$ cat src/rtl/cpu_pkg.sv
// Shared CPU front-end types: instruction word, fetch bubble encoding and
// the instruction-queue control states.
package cpu_pkg;
  localparam int XLEN = 32;

  typedef logic [XLEN-1:0] instr_t;

  localparam instr_t INSTR_BUBBLE = '0;

  typedef enum logic [1:0] {
    IQ_RUN,
    IQ_DRAIN,
    IQ_DONE
  } iq_state_e;
endpackage

$ cat src/rtl/iq_storage.sv
// Instruction queue storage: DEPTH x XLEN register array with two write ports
// and two asynchronous read ports (head and head+1). Contents are not reset.
module iq_storage
  import cpu_pkg::*;
#(
  parameter int DEPTH = 8,
  parameter int AW    = $clog2(DEPTH)
) (
  input  logic          clk,
  input  logic          we1,
  input  logic [AW-1:0] waddr1,
  input  instr_t        wdata1,
  input  logic          we2,
  input  logic [AW-1:0] waddr2,
  input  instr_t        wdata2,
  input  logic [AW-1:0] raddr1,
  input  logic [AW-1:0] raddr2,
  output instr_t        rdata1,
  output instr_t        rdata2
);

  instr_t mem [DEPTH];

  // The two write addresses are always distinct when both ports are enabled.
  always_ff @(posedge clk) begin
    if (we1) mem[waddr1] <= wdata1;
    if (we2) mem[waddr2] <= wdata2;
  end

  assign rdata1 = mem[raddr1];
  assign rdata2 = mem[raddr2];

endmodule

$ cat src/rtl/instr_queue.sv
// Dual-issue instruction queue between fetch and decode: squashes fetch bubbles,
// keeps program order, and turns fetch's finish into a drained indication.
module instr_queue
  import cpu_pkg::*;
#(
  parameter int DEPTH = 8
) (
  input  logic                     clk,
  input  logic                     rst_n,
  input  instr_t                   in_instr1,
  input  instr_t                   in_instr2,
  input  logic                     in_valid1,
  input  logic                     in_valid2,
  input  logic                     in_finish,
  output logic                     in_ready,
  output instr_t                   out_instr1,
  output instr_t                   out_instr2,
  output logic                     out_valid1,
  output logic                     out_valid2,
  input  logic                     out_ready,
  output logic [$clog2(DEPTH):0]   count,
  output logic                     drained
);

  localparam int AW = $clog2(DEPTH);
  localparam int CW = AW + 1;

  logic [AW-1:0] head;
  logic [AW-1:0] tail;
  logic [AW-1:0] tail_plus1;
  logic [AW-1:0] waddr2;
  logic [AW-1:0] head_plus1;
  logic [CW-1:0] count_next;
  logic [1:0]    n_enq;
  logic [1:0]    n_deq;
  logic          acc1;
  logic          acc2;
  instr_t        rdata1;
  instr_t        rdata2;
  iq_state_e     state;
  iq_state_e     state_next;

  // Free space is judged on the current count so in_ready never depends on out_ready.
  assign in_ready = (state == IQ_RUN) && (count <= CW'(DEPTH - 2));

  assign acc1 = in_ready && in_valid1 && (in_instr1 != INSTR_BUBBLE);
  assign acc2 = in_ready && in_valid2 && (in_instr2 != INSTR_BUBBLE);
  assign n_enq = {1'b0, acc1} + {1'b0, acc2};

  assign out_valid1 = (count != '0);
  assign out_valid2 = (count > CW'(1));

  always_comb begin
    n_deq = 2'd0;
    if (out_ready) begin
      if (out_valid2)      n_deq = 2'd2;
      else if (out_valid1) n_deq = 2'd1;
    end
  end

  assign count_next = count + CW'(n_enq) - CW'(n_deq);

  assign tail_plus1 = tail + AW'(1);
  assign waddr2     = acc1 ? tail_plus1 : tail;
  assign head_plus1 = head + AW'(1);

  iq_storage #(
    .DEPTH (DEPTH)
  ) u_storage (
    .clk    (clk),
    .we1    (acc1),
    .waddr1 (tail),
    .wdata1 (in_instr1),
    .we2    (acc2),
    .waddr2 (waddr2),
    .wdata2 (in_instr2),
    .raddr1 (head),
    .raddr2 (head_plus1),
    .rdata1 (rdata1),
    .rdata2 (rdata2)
  );

  assign out_instr1 = out_valid1 ? rdata1 : INSTR_BUBBLE;
  assign out_instr2 = out_valid2 ? rdata2 : INSTR_BUBBLE;

  always_ff @(posedge clk or negedge rst_n) begin
    if (!rst_n) begin
      head  <= '0;
      tail  <= '0;
      count <= '0;
    end else begin
      head  <= head + AW'(n_deq);
      tail  <= tail + AW'(n_enq);
      count <= count_next;
    end
  end

  always_ff @(posedge clk or negedge rst_n) begin
    if (!rst_n) state <= IQ_RUN;
    else        state <= state_next;
  end

  // A pair presented alongside finish is still taken; afterwards only draining happens.
  always_comb begin
    state_next = state;
    case (state)
      IQ_RUN: begin
        if (in_finish) state_next = (count_next == '0) ? IQ_DONE : IQ_DRAIN;
      end
      IQ_DRAIN: begin
        if (count_next == '0) state_next = IQ_DONE;
      end
      IQ_DONE:  state_next = IQ_DONE;
      default:  state_next = IQ_RUN;
    endcase
  end

  assign drained = (state == IQ_DONE);

endmodule

$ cat config.mk
export PLATFORM = sky130hd
export DESIGN_NAME = instr_queue
export DESIGN_NICKNAME = d
export VERILOG_FILES = /design/src/rtl/cpu_pkg.sv /design/src/rtl/iq_storage.sv /design/src/rtl/instr_queue.sv
export SDC_FILE = /design/constraint.sdc
export NUM_CORES = 1
export LEC_CHECK = 0
export CAP_MARGIN = 5
export CORE_ASPECT_RATIO = 1.2
export CORE_MARGIN = 8
export CORE_UTILIZATION = 59
export CTS_CLUSTER_DIAMETER = 60
export DETAILED_ROUTE_END_ITERATION = 8
export PLACE_DENSITY_LB_ADDON = 0.05
export SLEW_MARGIN = 20
export SYNTH_ARGS = -nofsm -noshare
export SYNTH_HDL_FRONTEND = slang
export SYNTH_SLANG_ARGS = --single-unit
export TNS_END_PERCENT = 20
$ cat constraint.sdc
create_clock -name clk -period 5.6 [get_ports clk]
set_input_delay 1.12 -clock clk [delete_from_list [all_inputs] [get_ports clk]]
set_output_delay 1.12 -clock clk [all_outputs]
set_load 0.03 [all_outputs]
## Yosys cells after proc, flatten, opt, wreduce, memory -nomap -nowiden

Memory sizes are Yosys's and may differ from the RTL's.
Cells that the tools add are included.

- Input bits: 70
- Word-level logic and storage cells: 43
- Memories: 1
- Bits in registers: 12
- Memory bits (writable): 256
- Output and inout bits: 72

- Reductions and logical operators: 11
- Equal/unequal tests: 4
- Multiplexer cells: 14
- $lt $le $gt $ge: 2
- Add/sub/neg operators: 7

Memories:

| memory | depth | bits a word | rd ports | clocked after Yosys merged registers in | write ports | line | RTL |
|---|---|---|---|---|---|---|---|
| u_storage.mem | 8 | 32 | 2 | 0 | 2 | iq_storage.sv:22 | `instr_t mem [DEPTH];` |

Operator list:

| cell | count |
|---|---|
| 32-bit two-way mux | 2 |
| 32-bit nonzero test | 2 |
| 2-bit two-way mux | 5 |
| 3-bit by 1-bit adder with 3-bit output (second input constant) | 2 |
| 3-bit by 2-bit adder with 3-bit output | 2 |
| 2-bit case mux with 3 select lines | 1 |
| 1-bit logical AND | 5 |
| 1-bit two-way mux | 5 |
| 4-bit by 2-bit adder with 4-bit output | 1 |
| 4-bit by 1-bit > comparator with 1-bit output (second input constant) | 1 |
| 4-bit by 3-bit less-or-equal comparator with 1-bit output (second input constant) | 1 |
| 4-bit logical NOT | 1 |
| 2-bit inequality test (second input constant) | 2 |
| 4-bit nonzero test | 1 |
| 4-bit by 2-bit subtractor with 4-bit output | 1 |
| 3-bit two-way mux | 1 |
| 1-bit by 1-bit adder with 2-bit output | 1 |
| 2-bit by 1-bit equality test with 1-bit output (second input constant) | 1 |
| 2-bit equality test (second input constant) | 1 |
| 2-bit logical NOT | 1 |
| 2-bit AND reduction | 1 |

## Depth between registers and ports, before layout

- Word-level depth: 11
- Depth in mapped cells: 19
- Gate-level depth less buffers: 18

## Cells and area by module

From an unflattened synthesis, not the netlist that was laid out.

- Cells, all modules: 969
- Area, all modules: 16569.6 um^2

By module, submodules not included:

| module | seq. area each (um^2) | instances | area each (um^2) | cells each |
|---|---|---|---|---|
| iq_storage | 7687.4 | 1 | 15080.7 | 794 |
| instr_queue | 300.3 | 1 | 1488.9 | 175 |

## Worst setup path after synthesis

Ideal clock, no wire load.

- Path type: flip-flop to flip-flop
- Start: register count[3]
- End: memory u_storage.mem[1][0] in the netlist's numbering (enable)
- Cell stages (with the launch flop): 6
- Buffers on the path: 0
- Library setup time: 0.511 ns
- Required time: 5.089 ns
- Period minus slack after synthesis: 5.651 ns
- Path slack: -0.051 ns
- Arrival: 5.141 ns
- Cells stage by stage: dfrtp_1 inv_1 ha_1 a311oi_2 o211ai_4 o41ai_1

RTL lines:

| what | line | RTL |
|---|---|---|
| from (decl) | instr_queue.sv:21 | `output logic [$clog2(DEPTH):0] count,` |
| from (signal assigned) | instr_queue.sv:94 | `count <= count_next;` |
| to (decl) | iq_storage.sv:22 |  |

## Final worst setup path

- Start: register head[1]
- End: output port out_instr2[3]

- Word-level cells in the longest chain between the ends: 3

Ends and longest elaborated chain:

| what | line | RTL |
|---|---|---|
| from (decl) | instr_queue.sv:28 | `logic [AW-1:0] head;` |
| from (signal assigned) | instr_queue.sv:92 | `head <= head + AW'(n_deq);` |
| 3-bit by 1-bit adder with 3-bit output | instr_queue.sv:65 | `assign head_plus1 = head + AW'(1);` |
| memory read 8 x 32 bit | n/a |  |
| 32-bit two-way mux | instr_queue.sv:84 | `assign out_instr2 = out_valid2 ? rdata2 : INSTR_BUBBLE;` |
| to (decl) | instr_queue.sv:17 | `output instr_t out_instr2,` |

No other way between the ends.

==> results.py <==
metrics = {
    "floorplanning": {
        "rows": 66,
        "fp.dieH_um": 197,
        "core_area_um2": 27000,
        "initial_core_util_pct": 59.8,
        "dieWidth_um": 167,
        "dieArea_um2": 32900,
        "ioPinCount": 142,
    },
    "cts": {
        "cts_max_level": 1,
        "postCtsSetupRepairBufs": 0,
        "cts_tree": "yes",
        "ctsResizeCount": 0,
        "clkSinkCount": 268,
        "cts_root_buf": "clkbuf_16",
        "cts.path.max_buffers": 3,
        "clkTransAtPathRegs_ps": 60,
        "cts_hold_buf": 0,
        "cts_buffers": 29,
        "clk_latency_ps": 540,
    },
    "setup_path": {
        "r2r_start": "state[1]",
        "cp-end-kind": "output port",
        "r2r_end": "state[0]",
        "critical_path_class": "register to output port",
        "crit_fanout": 20,
        "cp-endpoint": "out_instr2[3]",
        "r2r_cells": 16,
        "cp_data_required_time_ps": 4480,
        "crit_path_start_kind": "register",
        "critPathLaunch": "head[1]",
        "worstPathArrival_ps": 3970,
        "regToRegSetupSlack_ps": 1450,
    },
    "global_routing": {
        "grt_pass1_vias": 11100,
        "gr-total-overflow": 0,
        "groute.usage.overall_pct": 26.9,
        "grt_max_degree": 130,
        "antenna_found_initial": 1,
        "grt_pass1_wl_mm": 67.3,
    },
    "final_layout": {
        "drive_gt1_share_pct": 38.0,
        "final_area_um2": 19400,
        "mostFrequentLayoutCells": "edfxtp_1 (256), mux2_2 (171), clkdlybuf4s50_1 (141)",
        "area_delta_synth_final_pct": 20.0,
        "multi_input_area_um2": 7720,
        "nets": 1280,
        "mostFrequentLayoutCell": "edfxtp_1",
        "seq_area_um2": 8000,
        "fillCellCount": 1774,
    },
    "placed_design": {
        "dpl_cell_area_um2": 18400,
        "dp_hpwl_mm": 27.9,
        "gp_congestion": 0.804,
        "portBuffers": 141,
        "dpl_worst_slack_ps": 87.1,
    },
    "routing": {
        "wl_mm": 44.3,
        "viasPerCell": 6.66,
        "drt_iter0_drc": 811,
        "postRouteAntennaNets": 0,
        "post_drt_wl_per_cell_um": 28.5,
        "drc": 0,
        "vias": 10300,
        "firstDrtPassIters": 5,
    },
    "sta": {
        "max_slew.worst_pin.slew_ps": 1060,
        "slew_headroom_pct": 28.8,
        "fin_crit_ps": 5090,
        "clock_skew_ps": 13.0,
        "rsz0062_at_grt": "false",
        "fmax_ghz": 0.197,
        "finalSetupViolations": 0,
        "fin_crit_sh_pct": 90.8,
        "hold_viol_final": 0,
        "slew_violations": 0,
        "setup_tns_ps": 0,
        "finalWorstSetupSlack_ps": 513,
    },
    "power_and_ir_drop": {
        "p_comb_share_pct": 56.0,
        "clkPwrFrac_pct": 20.6,
        "intPower_mw": 5.84,
        "vdd.ir_drop.worst_mv": 0.466,
        "p_leak_nw": 6.71,
        "seqPwrFrac_pct": 23.5,
        "p_switching_mw": 3.96,
        "swShare_pct": 40.4,
        "power_density_nw_per_um2": 506,
    },
    "logic_synthesis": {
        "postSynthCellCount": 1014,
        "synth.area.mux_share_pct": 38.0,
        "synth_area_um2": 16100,
        "ys_seq_area_share_pct": 49.5,
        "synth-seq-cells": 268,
        "synthXorXnorAreaFrac_pct": 0.597,
        "async_reset_ff_share_pct": 4.48,
        "yosys_warnings": 0,
        "synth_nets": 1104,
        "syn_area_per_cell_um2": 15.9,
        "ys.flop_type": "edfxtp_1",
        "synth-simple-area-share_pct": 3.93,
        "synth_edf_count": 256,
        "yosys.area.top_type": "edfxtp_1",
        "synth_top_area_share_pct": 47.6,
        "synth-compound-area-share_pct": 2.97,
        "synth.distinct_cells": 50,
        "synth_fa_ha_area_share_pct": 1.74,
        "synth_area_leaders": "edfxtp_1 (48%), mux4_2 (18%), mux2_2 (12%), mux2_1 (5.6%), mux2i_1 (2.0%)",
        "synth_top_family_by_area": "multiplexers",
    },
    "run": {
        "max_cap_violations": 0,
    },
    "run_status": {
        "status": "finished, final reports clean",
    },
    "min_path": {
        "worstHoldPathType": "register to register",
    },
}
[power groups by stage]
stage | Sequential (mW) | Combinational (mW) | Clock (mW)
global route | 2.31 | 5.81 | 2.11
floorplan | 2.32 | 3.52 | 0
global placement | 2.35 | 5.47 | 0
detailed placement | 2.35 | 5.50 | 0
finish | 2.30 | 5.48 | 2.01
CTS | 2.30 | 5.53 | 2.04
[flip-flops by register name, summed over array words and instances, names as in the netlist]
register,count
state,2
head,3
u_storage.mem,256
count,4
tail,3
[worst min-delay path by stage]
stage / startpoint / endpoint / slack [ps] / cells past startpoint
final: state[0] / state[0] / 600 / 1
after CTS: state[0] / state[0] / 590 / 1
after detailed placement: state[0] / state[0] / 570 / 1
after global routing: state[0] / state[0] / 630 / 1
after global placement: state[0] / state[0] / 560 / 1
after floorplan: head[0] / head[0] / 520 / 1
[cells in the mapped netlist, drive strengths merged (2+ instances only)]
| master | count |
|---|---|
| mux2 | 257 |
| edfxtp | 256 |
| mux4 | 128 |
| nand2 | 69 |
| buf | 44 |
| a21oi | 36 |
| nor2 | 36 |
| mux2i | 33 |
| clkbuf | 30 |
| inv | 26 |
| ha | 16 |
| nor4 | 16 |
| dfrtp | 12 |
| xnor2 | 6 |
| nor3 | 5 |
| o211ai | 5 |
| a211oi | 4 |
| fa | 4 |
| nand4 | 4 |
| a31o | 2 |
| a41o | 2 |
| and3 | 2 |
| nand3 | 2 |
| o211a | 2 |
| o21ai | 2 |
| o31ai | 2 |
| xor2 | 2 |
[cell families (layout without fill, tap and decap cells)]
family,count (synthesis),in the layout
AND/OR/NAND/NOR,139,139
other,0,1
XOR/XNOR,8,8
adder cells (fa/ha/maj),20,20
multiplexers,418,418
buffers and inverters,100,299
flip-flops,268,268
AO/OA/AOI/OAI,61,61
[metrics by stage]
step	total power, mW	util (%)	std cells	hold slack, ps
after CTS	9.87	71.7	1553	591
after global routing	10.2	71.7	1553	629
after detailed placement	7.85	68.0	1499	568
final	9.80	71.7	1554	595
after floorplan	5.84	-	1014	524
after global placement	7.81	68.0	1499	565
[final cells by class]
type / instances / share of cell area [%]
Clock buffer: 33 / 3.82
Timing Repair Buffer: 219 / 11.0
Inverter: 26 / 0.517
Clock inverter: 21 / 1.33
Tap cell: 340 / 2.20
Multi-Input combinational cell: 646 / 39.9
Sequential cell: 268 / 41.3
Antenna cell: 1 / 0.0129
[per-layer routing]
layer  global-route usage (%)  routed length [um]
met3                     4.06                3180
met5                        0                   0
met2                     47.4               22900
met4                     8.72                1120
met1                     33.8               17100
[worst max-delay path: stages, from the launching register on]
cell and delay (ps):
dfrtp_4 640, ha_2 300, xnor2_2 820, buf_4 470
nand2_1 110, a21oi_1 330, clkdlybuf4s50_1 750
No activity file was read; power rests on OpenSTA's default activity.
